### src/rtl/trainer_sweep_ctrl.sv
// Sweeps a 2-input gate datapath over SEL_FIRST..SEL_LAST and reports each gate's truth-table
// nibble over valid/ready. Optional golden-table self-check: define TRAINER_SELFCHECK_EN.
module trainer_sweep_ctrl #(
    parameter int SETTLE_CYCLES = 2,
    parameter int SEL_FIRST     = 0,
    parameter int SEL_LAST      = 6
) (
    input  logic       i_clk,
    input  logic       i_rst_n,
    input  logic       i_start,
    input  logic       i_abort,
    input  logic       i_gate_y,
    output logic       o_gate_a,
    output logic       o_gate_b,
    output logic [2:0] o_gate_sel,
    output logic       o_busy,
    output logic       o_tt_valid,
    input  logic       i_tt_ready,
    output logic [2:0] o_tt_sel,
    output logic [3:0] o_tt_nibble,
`ifdef TRAINER_SELFCHECK_EN
    output logic       o_tt_mismatch,
    output logic       o_fail_sticky,
`endif
    output logic       o_done
);

    localparam logic [2:0] LP_SEL_FIRST   = 3'(SEL_FIRST);
    localparam logic [2:0] LP_SEL_LAST    = 3'(SEL_LAST);
    localparam logic [3:0] LP_SETTLE_LAST = 4'(SETTLE_CYCLES - 1);

    typedef enum logic [2:0] {
        S_IDLE,
        S_DRIVE,
        S_SAMPLE,
        S_REPORT,
        S_DONE
    } state_t;

    state_t     r_state;
    state_t     w_next_state;
    logic [3:0] r_settle;
    logic [1:0] r_ab;
    logic [2:0] r_gate_sel;
    logic [2:0] r_tt_sel;
    logic [3:0] r_nibble;
    logic       w_launch;
    logic       w_sample;
    logic       w_handshake;
    logic       w_advance;

    assign w_handshake = (r_state == S_REPORT) && i_tt_ready && !i_abort;

    always_ff @(posedge i_clk or negedge i_rst_n) begin
        if (!i_rst_n) begin
            r_state <= S_IDLE;
        end else begin
            r_state <= w_next_state;
        end
    end

    // Abort overrides every transition and suppresses all datapath strobes.
    always_comb begin
        w_next_state = r_state;
        w_launch     = 1'b0;
        w_sample     = 1'b0;
        w_advance    = 1'b0;
        case (r_state)
            S_IDLE: begin
                if (i_start) begin
                    w_next_state = S_DRIVE;
                    w_launch     = 1'b1;
                end
            end
            S_DRIVE: begin
                if (r_settle == LP_SETTLE_LAST) begin
                    w_next_state = S_SAMPLE;
                end
            end
            S_SAMPLE: begin
                w_sample     = 1'b1;
                w_next_state = (r_ab == 2'b11) ? S_REPORT : S_DRIVE;
            end
            S_REPORT: begin
                if (w_handshake) begin
                    if (r_gate_sel == LP_SEL_LAST) begin
                        w_next_state = S_DONE;
                    end else begin
                        w_next_state = S_DRIVE;
                        w_advance    = 1'b1;
                    end
                end
            end
            S_DONE: begin
                w_next_state = S_IDLE;
            end
            default: begin
                w_next_state = S_IDLE;
            end
        endcase
        if (i_abort) begin
            w_next_state = S_IDLE;
            w_launch     = 1'b0;
            w_sample     = 1'b0;
            w_advance    = 1'b0;
        end
    end

    always_ff @(posedge i_clk or negedge i_rst_n) begin
        if (!i_rst_n) begin
            r_settle   <= '0;
            r_ab       <= '0;
            r_gate_sel <= '0;
            r_tt_sel   <= '0;
            r_nibble   <= '0;
        end else begin
            if (w_launch) begin
                r_settle <= '0;
            end else if (r_state == S_DRIVE) begin
                r_settle <= (r_settle == LP_SETTLE_LAST) ? 4'd0 : r_settle + 4'd1;
            end

            if (w_launch) begin
                r_gate_sel <= LP_SEL_FIRST;
                r_ab       <= 2'b00;
                r_nibble   <= 4'b0000;
            end else if (w_advance) begin
                r_gate_sel <= r_gate_sel + 3'd1;
                r_ab       <= 2'b00;
            end else if (w_sample) begin
                r_nibble[r_ab] <= i_gate_y;
                if (r_ab == 2'b11) begin
                    r_tt_sel <= r_gate_sel;
                end else begin
                    r_ab <= r_ab + 2'd1;
                end
            end
        end
    end

    assign o_gate_a    = r_ab[0];
    assign o_gate_b    = r_ab[1];
    assign o_gate_sel  = r_gate_sel;
    assign o_busy      = (r_state == S_DRIVE) || (r_state == S_SAMPLE) || (r_state == S_REPORT);
    assign o_tt_valid  = (r_state == S_REPORT);
    assign o_tt_sel    = r_tt_sel;
    assign o_tt_nibble = r_nibble;
    assign o_done      = (r_state == S_DONE);

`ifdef TRAINER_SELFCHECK_EN
    logic w_mismatch;
    logic r_fail_sticky;

    function automatic logic [3:0] golden_nibble(input logic [2:0] sel);
        logic [3:0] nib;
        case (sel)
            3'd0:    nib = 4'h8;
            3'd1:    nib = 4'hE;
            3'd2:    nib = 4'h5;
            3'd3:    nib = 4'h7;
            3'd4:    nib = 4'h1;
            3'd5:    nib = 4'h6;
            3'd6:    nib = 4'h9;
            default: nib = 4'h0;
        endcase
        return nib;
    endfunction

    assign w_mismatch = (r_state == S_REPORT) && (r_nibble != golden_nibble(r_tt_sel));

    // Sticky failure survives to the end of the sweep; only a new sweep clears it.
    always_ff @(posedge i_clk or negedge i_rst_n) begin
        if (!i_rst_n) begin
            r_fail_sticky <= 1'b0;
        end else if (w_launch) begin
            r_fail_sticky <= 1'b0;
        end else if (w_handshake && w_mismatch) begin
            r_fail_sticky <= 1'b1;
        end
    end

    assign o_tt_mismatch = w_mismatch;
    assign o_fail_sticky = r_fail_sticky;
`endif

endmodule

### config.mk
export PLATFORM = sky130hd
export DESIGN_NAME = trainer_sweep_ctrl
export DESIGN_NICKNAME = d
export VERILOG_FILES = /design/src/rtl/trainer_sweep_ctrl.sv
export SDC_FILE = /design/constraint.sdc
export NUM_CORES = 1
export LEC_CHECK = 0
export ABC_AREA = 1
export ABC_CLOCK_PERIOD_IN_PS = 3400
export BUFFER_PORTS_ARGS = -buffer_cell sky130_fd_sc_hd__clkbuf_2
export CORE_UTILIZATION = 35
export DETAILED_ROUTE_END_ITERATION = 16
export HOLD_SLACK_MARGIN = 0.05
export SYNTH_ARGS = -nofsm -noshare
export SYNTH_HDL_FRONTEND = slang
export SYNTH_SLANG_ARGS = --single-unit
### constraint.sdc
create_clock -name i_clk -period 3.4 [get_ports i_clk]
set_input_delay 0.34 -clock i_clk [delete_from_list [all_inputs] [get_ports i_clk]]
set_output_delay 0.34 -clock i_clk [all_outputs]
set_load 0.03 [all_outputs]
==> results_dict.tcl, run 1 <==
set metrics [dict create \
    run_status "complete, but fails checks" \
    violated_checks "DRC" \
    static_leakage_uw 0.0007009 \
    preCtsSetupSlack_ns 1.966 \
    worstHoldPathType "primary input to flip-flop" \
    floorplan.core_area_um2 2829 \
    power.density_nw_per_um2 601.9 \
    r2r_cells 5 \
    routed_wire_length_per_instance_um 11.20 \
    grt_first_pass_wirelength_um 3746 \
    grt_antenna_before_repair 0 \
    finalSetupViolCount 0 \
    cp_data_required_time_ns 3.06 \
    distinct_cell_type_count_of_the_synthesized_netlist 20 \
    synth_largest_area_cell "dfrtp_1" \
    io_pins 21 \
    worst_slack_ns 1.801 \
    dpl.hpwl_um 1675 \
    drcViolationCount 1 \
    cap_viol_max_count 0 \
    antenna_left 0 \
    htreeDepth 1 \
    initial_utilization 0.3812 \
    clock-skew-final_ns 0.003208 \
    tritoncts_clock_tree "built" \
    cts_post_setup_buffers_inserted 0 \
    largest_net_degree_at_the_start_of_global_routing 20 \
    core.rowCount 19 \
    power.ir.vdd_worst_v 0.0002411 \
    route.vias.total 889 \
    nets 170 \
    mostFrequentLayoutCell "nand2_1" \
    cts_root_buf "clkbuf_4" \
    worst_hold_path.endpoint "o_tt_nibble[0]" \
    post_synthesis_cell_count 131 \
    worstMarginPinSlew_ns 0.4646 \
    wl_um 2084 \
    place_congestion 0.8502 \
    chipHeight_um 57.51 \
    cts_made_buffers 3 \
    critical_path_fanouts_max 6 \
    insertedDiodeCount 0 \
    insertion_delay_ns 0.29 \
    clkTransAtPathRegs_ns 0.11 \
    reg2reg_slack_ns 1.99 \
    netlist.area_leader.share 0.4408 \
    vias_per_cell 4.780 \
    area_delta_synth_final_pct 15.78 \
    timing.hold.worst_path_depth 3 \
    drtIter0Drc 28 \
    cts_sinks 19 \
    fp.dieArea_um2 3307 \
    dpl_cell_area_um2 1212 \
    timing_worst_setup_path_type "flip-flop to output pin" \
    maxClockFrequency_mhz 625.3 \
    grt_pass1_vias 881 \
    synth_top_flop_cell "dfrtp_1" \
    max-slew-margin-rel 0.6902 \
    layout_worst_path_cycle_share 0.4704 \
    mostFrequentLayoutCells "28 x nand2_1, 20 x inv_1, 20 x clkbuf_2, 19 x dfrtp_1, 13 x nor2_1" \
    synthArstFlopShare 1.000 \
    hp_start "i_gate_y" \
    postLayoutCellArea_um2 1249 \
    die_width_um 57.51 \
    ys_ff_latch 19 \
    synth_nets 145 \
    final.fill_count 289 \
    first_pass_iters 10 \
    count_of_flip_flops_with_a_built_in_enable_after_synthesis 0 \
    yosys_warnings 0 \
    arrival_ns 1.26 \
    timing.critical_path.from_type "flip-flop" \
    layout_min_cycle_time_ns 1.599 \
    crit-reg2reg-launch "r_state[2]" \
    post_route_cells_drive_above_1_share 0.2065 \
    finalMaxSlewViolations 0 \
    syn-mean-instance-area_um2 8.233 \
    max-clock-path-buffers 2 \
    rsz0062_at_grt "false" \
    grt.overflow.total 0 \
    worstSetupEndpointType "output pin" \
    reg2reg_to "r_settle[2]" \
    grt_use_total 0.1454 \
    cts_resized 0 \
    place.port_buffers 20 \
    finalHoldViolCount 0 \
    final_core_util 0.4414 \
    setup-tns-final_ns 0 \
    mappedNetlistArea_um2 1079 \
    sequential_area_share_after_synthesis 0.4408 \
    synth.area.top_cells "dfrtp_1 44%, nand2_1 9.7%, ha_1 9.3%" \
]
-- flip-flops by register name (all words and copies together), names as in the netlist --
name	count
o_tt_nibble	4
r_settle	4
r_state	3
o_gate_sel	3
r_ab	2
o_tt_sel	3
-- per-stage QoR --
| step | instances | total power [µW] | hold slack (ns) |
|---|---|---|---|
| floorplan | 131 | 561.3 | 0.04441 |
| global placement | 181 | 640.4 | 0.3305 |
| detailed placement | 181 | 646.0 | 0.3244 |
| CTS | 186 | 761.0 | 0.3226 |
| global route | 186 | 823.5 | 0.3299 |
| finish | 186 | 751.7 | 0.3280 |
-- power by group --
group / internal, µW / total, µW / switching, µW
Combinational: 103 / 320 / 217
Sequential: 271 / 320 / 48.5
Clock: 45.5 / 112 / 66.5
Total: 420 / 752 / 332
-- how the worst max path moves through the flow --
stage                     slack, ns           to  startpoint
after floorplan                1.87       o_done  r_state[2]
after global routing           1.67       o_done  r_state[2]
after CTS                      1.78       o_done  r_state[2]
after detailed placement       1.97  r_settle[2]     i_abort
final                          1.80       o_done  r_state[2]
after global placement         2.05  r_settle[2]     i_abort
-- worst max-delay path, cell delays in order (launching register included) --
cell and delay, ns:
dfrtp_1 0.47, inv_1 0.12, nor3_1 0.15, clkbuf_2 0.23
-- synth_stat cells (2+ instances only) --
| library cell | count |
|---|---|
| nand2_1 | 28 |
| inv_1 | 20 |
| dfrtp_1 | 19 |
| nor2_1 | 13 |
| nand3_1 | 10 |
| ha_1 | 8 |
| o21ai_0 | 5 |
| a21oi_1 | 4 |
| nand3_2 | 3 |
| nand4_1 | 3 |
| nor2_2 | 3 |
| o211ai_1 | 3 |
| xor2_1 | 3 |
| nor3_1 | 2 |
| o22ai_1 | 2 |
-- per-layer routing --
metal,vias up,share of wire,GRT usage
met2,16,0.43,0.2359
met1,398,0.51,0.1991
li1,473,-,-
met3,2,0.046,0.03175
met5,-,0,0
met4,0,0.0082,0.03136
-- final cells by class --
type                            count  area [µm²]  area share
Multi-Input combinational cell     91       523.0      0.4188
Sequential cell                    19       475.5      0.3808
Timing Repair Buffer               21       110.1     0.08818
Inverter                           20       75.07     0.06012
Tap cell                           31       38.79     0.03106
Clock buffer                        4       26.28     0.02104
-- repair_timing --
item	4_1_cts	5_1_grt
setup endpoints to repair	0	0
hold buffers	1	0
hold endpoints to repair	19	0
-- cell families after synthesis --
kind of cell	synth area share
xor+xnor	0.02437
buf+inv	0.07424
flops	0.4408
fa+ha+maj	0.09281
compound gates	0.07424
simple gates	0.2935
Note: power is estimated with default switching activity, not from simulation.
==> run 2: changes to the inputs <==
ABC_CLOCK_PERIOD_IN_PS = 1400   (was 3400)
clock period = 1.4 ns   (was 3.4 ns; I/O delays follow)
==> run 2 against run 1 <==
Compared with the run above:
- the run still ends with DRC left
- utilization increased by 2.7 points
- total power increased to 2.7 times the previous value
- sequential power rose by 140%
- worst hold slack got worse by 0.21 ns
- via count rose by 8.4%
- critical path type unchanged
- highest routed layer unchanged
==> results_dict.tcl, run 2 (same netlist as run 1, synthesis figures left out) <==
set metrics [dict create \
    run_status "complete, but fails checks" \
    violated_checks "DRC" \
    place_congestion 0.7616 \
    max-slew-margin-rel 0.6625 \
    antenna_left 0 \
    nets 174 \
    timing.hold.worst_path_depth 3 \
    cap_viol_max_count 0 \
    drcViolationCount 1 \
    r2r_cells 5 \
    worst_hold_path.endpoint "o_tt_nibble[0]" \
    layout_min_cycle_time_ns 1.358 \
    max-clock-path-buffers 2 \
    power.density_nw_per_um2 1522 \
    insertion_delay_ns 0.30 \
    worstMarginPinSlew_ns 0.5062 \
    grt.overflow.total 0 \
    io_pins 21 \
    reg2reg_to "r_settle[2]" \
    cts_sinks 19 \
    tritoncts_clock_tree "built" \
    finalSetupViolCount 0 \
    arrival_ns 1.22 \
    clock-skew-final_ns 0.002735 \
    final.fill_count 278 \
    floorplan.core_area_um2 2829 \
    mostFrequentLayoutCell "nand2_1" \
    dpl_cell_area_um2 1235 \
    critical_path.most_common_cell "buf_4" \
    grt_use_total 0.1565 \
    dpl.hpwl_um 1790 \
    finalHoldViolCount 0 \
    chipHeight_um 57.51 \
    die_width_um 57.51 \
    post_route_cells_drive_above_1_share 0.2642 \
    crit-reg2reg-launch "r_state[2]" \
    finalNonFillerCells 190 \
    insertedDiodeCount 0 \
    postLayoutCellArea_um2 1326 \
    route.vias.total 964 \
    mostFrequentLayoutCells "28 x nand2_1, 20 x inv_1, 17 x clkbuf_2, 17 x dfrtp_1, 11 x nor2_1" \
    grt_pass1_vias 882 \
    power.ir.vdd_worst_v 0.0005586 \
    initial_utilization 0.3812 \
    worstHoldPathType "primary input to flip-flop" \
    reg2reg_slack_ns 0.04 \
    minimum_hold_slack_ns 0.1195 \
    cts_root_buf "clkbuf_4" \
    critPathSlowestCell "dfrtp_2" \
    place.port_buffers 20 \
    grt_antenna_before_repair 0 \
    maxClockFrequency_mhz 736.3 \
    first_pass_iters 10 \
    dpl.cell_count 184 \
    static_leakage_uw 0.0007250 \
    timing.critical_path.from_type "flip-flop" \
    cp_data_required_time_ns 1.26 \
    layout_worst_path_cycle_share 0.9701 \
    worstSetupEndpointType "output pin" \
    critical_path_fanouts_max 5 \
    power.total_uw 2019 \
    hp_start "i_gate_y" \
    largest_net_degree_at_the_start_of_global_routing 20 \
    finalMaxSlewViolations 0 \
    grt_first_pass_wirelength_um 3953 \
    wl_um 2416 \
    area_delta_synth_final_pct 22.97 \
    timing_worst_setup_path_type "flip-flop to output pin" \
    clkTransAtPathRegs_ns 0.11 \
    rsz0062_at_grt "true" \
    drtIter0Drc 20 \
    crit_path_max_incr_delay_ns 0.47 \
    vias_per_cell 5.074 \
    routed_wire_length_per_instance_um 12.72 \
    htreeDepth 1 \
    crit_chain "nor2_4, buf_4, nor2_1, buf_4" \
    fp.dieArea_um2 3307 \
    cts_made_buffers 3 \
    final_core_util 0.4688 \
    core.rowCount 19 \
]
==> run 2: changes by cell type in the layout (fill, tap and decap cells not counted), moves of 2 or more <==
cell / change
buf_4: +5
clkbuf_2: -3
dfrtp_1: -2
dfrtp_2: +2
nand3_1: -2
nor2_1: -2
nor2_4: +2
==> run 2: cell type report <==
type                       instances  area, µm²  area share
multi-input combinational         91      555.5      0.4189
sequential                        19      478.0      0.3604
timing repair buffer              25      152.6      0.1151
inverter                          20      75.07     0.05660
tap                               31      38.79     0.02925
clock buffer                       4      26.28     0.01981
==> run 2: power by group <==
part | internal [µW] | switching, µW | total (µW) | leakage [µW]
logic | 346 | 597 | 943 | 0.000454
registers | 664 | 121 | 784 | 0.000256
clock network | 111 | 180 | 291 | 0.0000150
==> run 2: metal layers <==
metal,up-vias,track usage,wire length [µm]
met5,-,0,0
met4,0,0.07666,55
met3,7,0.02494,127
met2,28,0.2375,1072
met1,451,0.2166,1161
li1,478,-,-
==> run 2: worst max path at each step <==
stage / start / endpoint / slack (ns) / cells after the start
finish: r_state[0] / o_busy / 0.04 / 4
global route: r_state[0] / o_busy / -0.04 / 4
CTS: r_state[1] / o_busy / 0.002 / 4
detailed placement: r_state[0] / r_settle[2] / 0.04 / 5
global placement: r_state[0] / r_settle[2] / 0.09 / 5
floorplan: r_state[2] / o_done / 0.07 / 2
==> run 2: timing repair <==
item / in CTS / in global routing
setup buffers: 0 / 1
hold buffers: 1 / 0
gates resized for setup: 4 / 12
hold endpoints to repair: 19 / 0
setup endpoints to repair: 2 / 20
pin swaps: 0 / 1
gates cloned: 0 / 0
==> run 2: worst max-delay path, delay by kind of cell, from the launching register on <==
family	cells	cell delay [ns]
buf+inv	2	0.28
simple gates	2	0.17
flops	1	0.47
==> run 2: per-stage QoR <==
step / setup WS [ns] / setup TNS (ns)
2_1_floorplan: 0.06910 / 0
3_3_place_gp: 0.09323 / 0
3_5_place_dp: 0.04204 / 0
4_1_cts: 0.001722 / 0
5_1_grt: -0.03651 / -0.07111
6_report: 0.04187 / 0
==> run 3: changes to the inputs <==
CELL_PAD_IN_SITES_DETAIL_PLACEMENT = 0   (was unset)
CELL_PAD_IN_SITES_GLOBAL_PLACEMENT = 2   (was unset)
CORE_UTILIZATION = 28   (was 35)
PLACE_DENSITY_LB_ADDON = 0.12   (was unset)
==> run 3 against run 2 <==
Compared with the run above:
- first-iteration DRC count increased by 80%
- the run now ends clean
- critical path type unchanged
- clock power increased by 32%
- count of clock-buffer cells in the layout decreased by 1
- sequential cell count unchanged
- utilization decreased by 10 points
==> results_dict.tcl, run 3 (same netlist as run 1, synthesis figures left out) <==
set metrics [dict create \
    run_status "complete, no violations" \
    grt_antenna_before_repair 0 \
    critPathSlowestCell "dfrtp_2" \
    layout_min_cycle_time_ns 1.309 \
    cts_sinks 19 \
    core.rowCount 22 \
    place_congestion 0.7784 \
    area_delta_synth_final_pct 24.48 \
    fp.dieArea_um2 4104 \
    largest_net_degree_at_the_start_of_global_routing 20 \
    drcViolationCount 0 \
    place.port_buffers 20 \
    static_leakage_uw 0.0007376 \
    cts_root_buf "clkbuf_8" \
    clkTransAtPathRegs_ns 0.07 \
    finalMaxSlewViolations 0 \
    initial_utilization 0.2924 \
    die_width_um 64.07 \
    grt.overflow.total 0 \
    finalHoldViolCount 0 \
    clock-skew-final_ns 0.003501 \
    route.vias.total 929 \
    worstMarginPinSlew_ns 0.4952 \
    crit_chain "nor2_2, buf_4, nor2_1, buf_2" \
    worst-path-buf-inv 2 \
    dpl.hpwl_um 1913 \
    chipHeight_um 64.07 \
    wl_um 2379 \
    timing_worst_setup_path_type "flip-flop to output pin" \
    max-clock-path-buffers 2 \
    drtIter0Drc 36 \
    nets 176 \
    first_pass_iters 4 \
    worstSetupEndpointType "output pin" \
    cts_made_buffers 3 \
    layout_worst_path_cycle_share 0.9349 \
    finalNonFillerCells 209 \
    antenna_left 0 \
    setup-tns-final_ns 0 \
    io_pins 21 \
    post_route_cells_drive_above_1_share 0.2671 \
    htreeDepth 1 \
    finalSetupViolCount 0 \
    max-slew-margin-rel 0.6698 \
    timing.critical_path.from_type "flip-flop" \
    grt_pass1_vias 894 \
    cp_data_required_time_ns 1.26 \
    crit_path_max_incr_delay_ns 0.45 \
    worstHoldPathType "primary input to flip-flop" \
    floorplan.core_area_um2 3689 \
    insertedDiodeCount 0 \
    insertion_delay_ns 0.26 \
    grt_use_total 0.1317 \
    grt_first_pass_wirelength_um 4064 \
    rsz0062_at_grt "true" \
    mostFrequentLayoutCells "28 x nand2_1, 20 x inv_1, 18 x clkbuf_2, 17 x dfrtp_1, 11 x nor2_1" \
    dpl.cell_count 204 \
    mostFrequentLayoutCell "nand2_1" \
    tritoncts_clock_tree "built" \
    routed_wire_length_per_instance_um 11.38 \
    worst_path_dominant_cell_family "flip-flops" \
    arrival_ns 1.17 \
    maxClockFrequency_mhz 764.0 \
    cap_viol_max_count 0 \
    power.ir.vdd_worst_v 0.0004448 \
    vias_per_cell 4.445 \
    critical_path_fanouts_max 5 \
    power.density_nw_per_um2 1499 \
]
[run 3: per-layer routing]
layer  vias up  global-route usage  share of wire
met2        12              0.2194           0.46
met3         4             0.02500          0.034
met1       433              0.1599           0.49
met5         -                   0              0
met4         0             0.06818          0.017
li1        480                   -              -
[run 3: what timing repair did]
item | in CTS | in global routing
buffers inserted | 0 | 0
endpoints found under the hold margin | 19 | 0
gates resized for setup | 0 | 6
hold buffers | 1 | 0
setup endpoints to repair | 0 | 10
[run 3: metrics by stage]
| step | total power [µW] | setup WS [ns] | utilization | hold slack, ns | area, µm² |
|---|---|---|---|---|---|
| global placement | 1643 | 0.1172 | 0.3467 | 0.1340 | 1279 |
| floorplan | 1363 | 0.06910 | - | -0.1556 | 1079 |
| CTS | 2026 | 0.02658 | 0.3619 | 0.1745 | 1335 |
| global route | 2194 | 0.01040 | 0.3640 | 0.1755 | 1343 |
| detailed placement | 1634 | 0.09503 | 0.3467 | 0.1354 | 1279 |
| finish | 2013 | 0.09114 | 0.3640 | 0.1706 | 1343 |
[run 3: final timing paths]
| check | end | startpoint | depth (start not counted) | slack (ns) |
|---|---|---|---|---|
| setup / recovery | o_busy | r_state[0] | 4 | 0.09 |
| hold / removal | o_tt_nibble[1] | i_gate_y | 3 | 0.17 |
| setup reg to reg | r_ab[0] | r_ab[0] | 4 | 0.09 |
| hold reg to reg | o_tt_sel[2] | o_tt_sel[2] | 2 | 0.50 |
| max in group asynchronous | r_state[2] | i_rst_n | 2 | 0.66 |
| min in group asynchronous | o_tt_nibble[0] | i_rst_n | 2 | 0.38 |
[run 3: layout make-up]
type                       instances  area (µm²)
fill                             425        2346
multi-input combinational         91       528.0
sequential                        19       478.0
timing repair buffer              27       155.1
inverter                          20       75.07
tap                               48       60.06
clock buffer                       3       41.29
clock inverter                     1       5.005
[run 3: worst min-delay path: cells and delay by family]
kind | cells | cell delay, ns
AND/OR/NAND/NOR | 2 | 0.14
buffers and inverters | 1 | 0.11
[run 3: power breakdown]
part	total, µW	switching [µW]	internal [µW]	leakage, µW
Combinational	846	546	300	0.000457
Clock	384	186	198	0.0000255
Sequential	783	120	663	0.000255
Total	2010	852	1160	0.000738
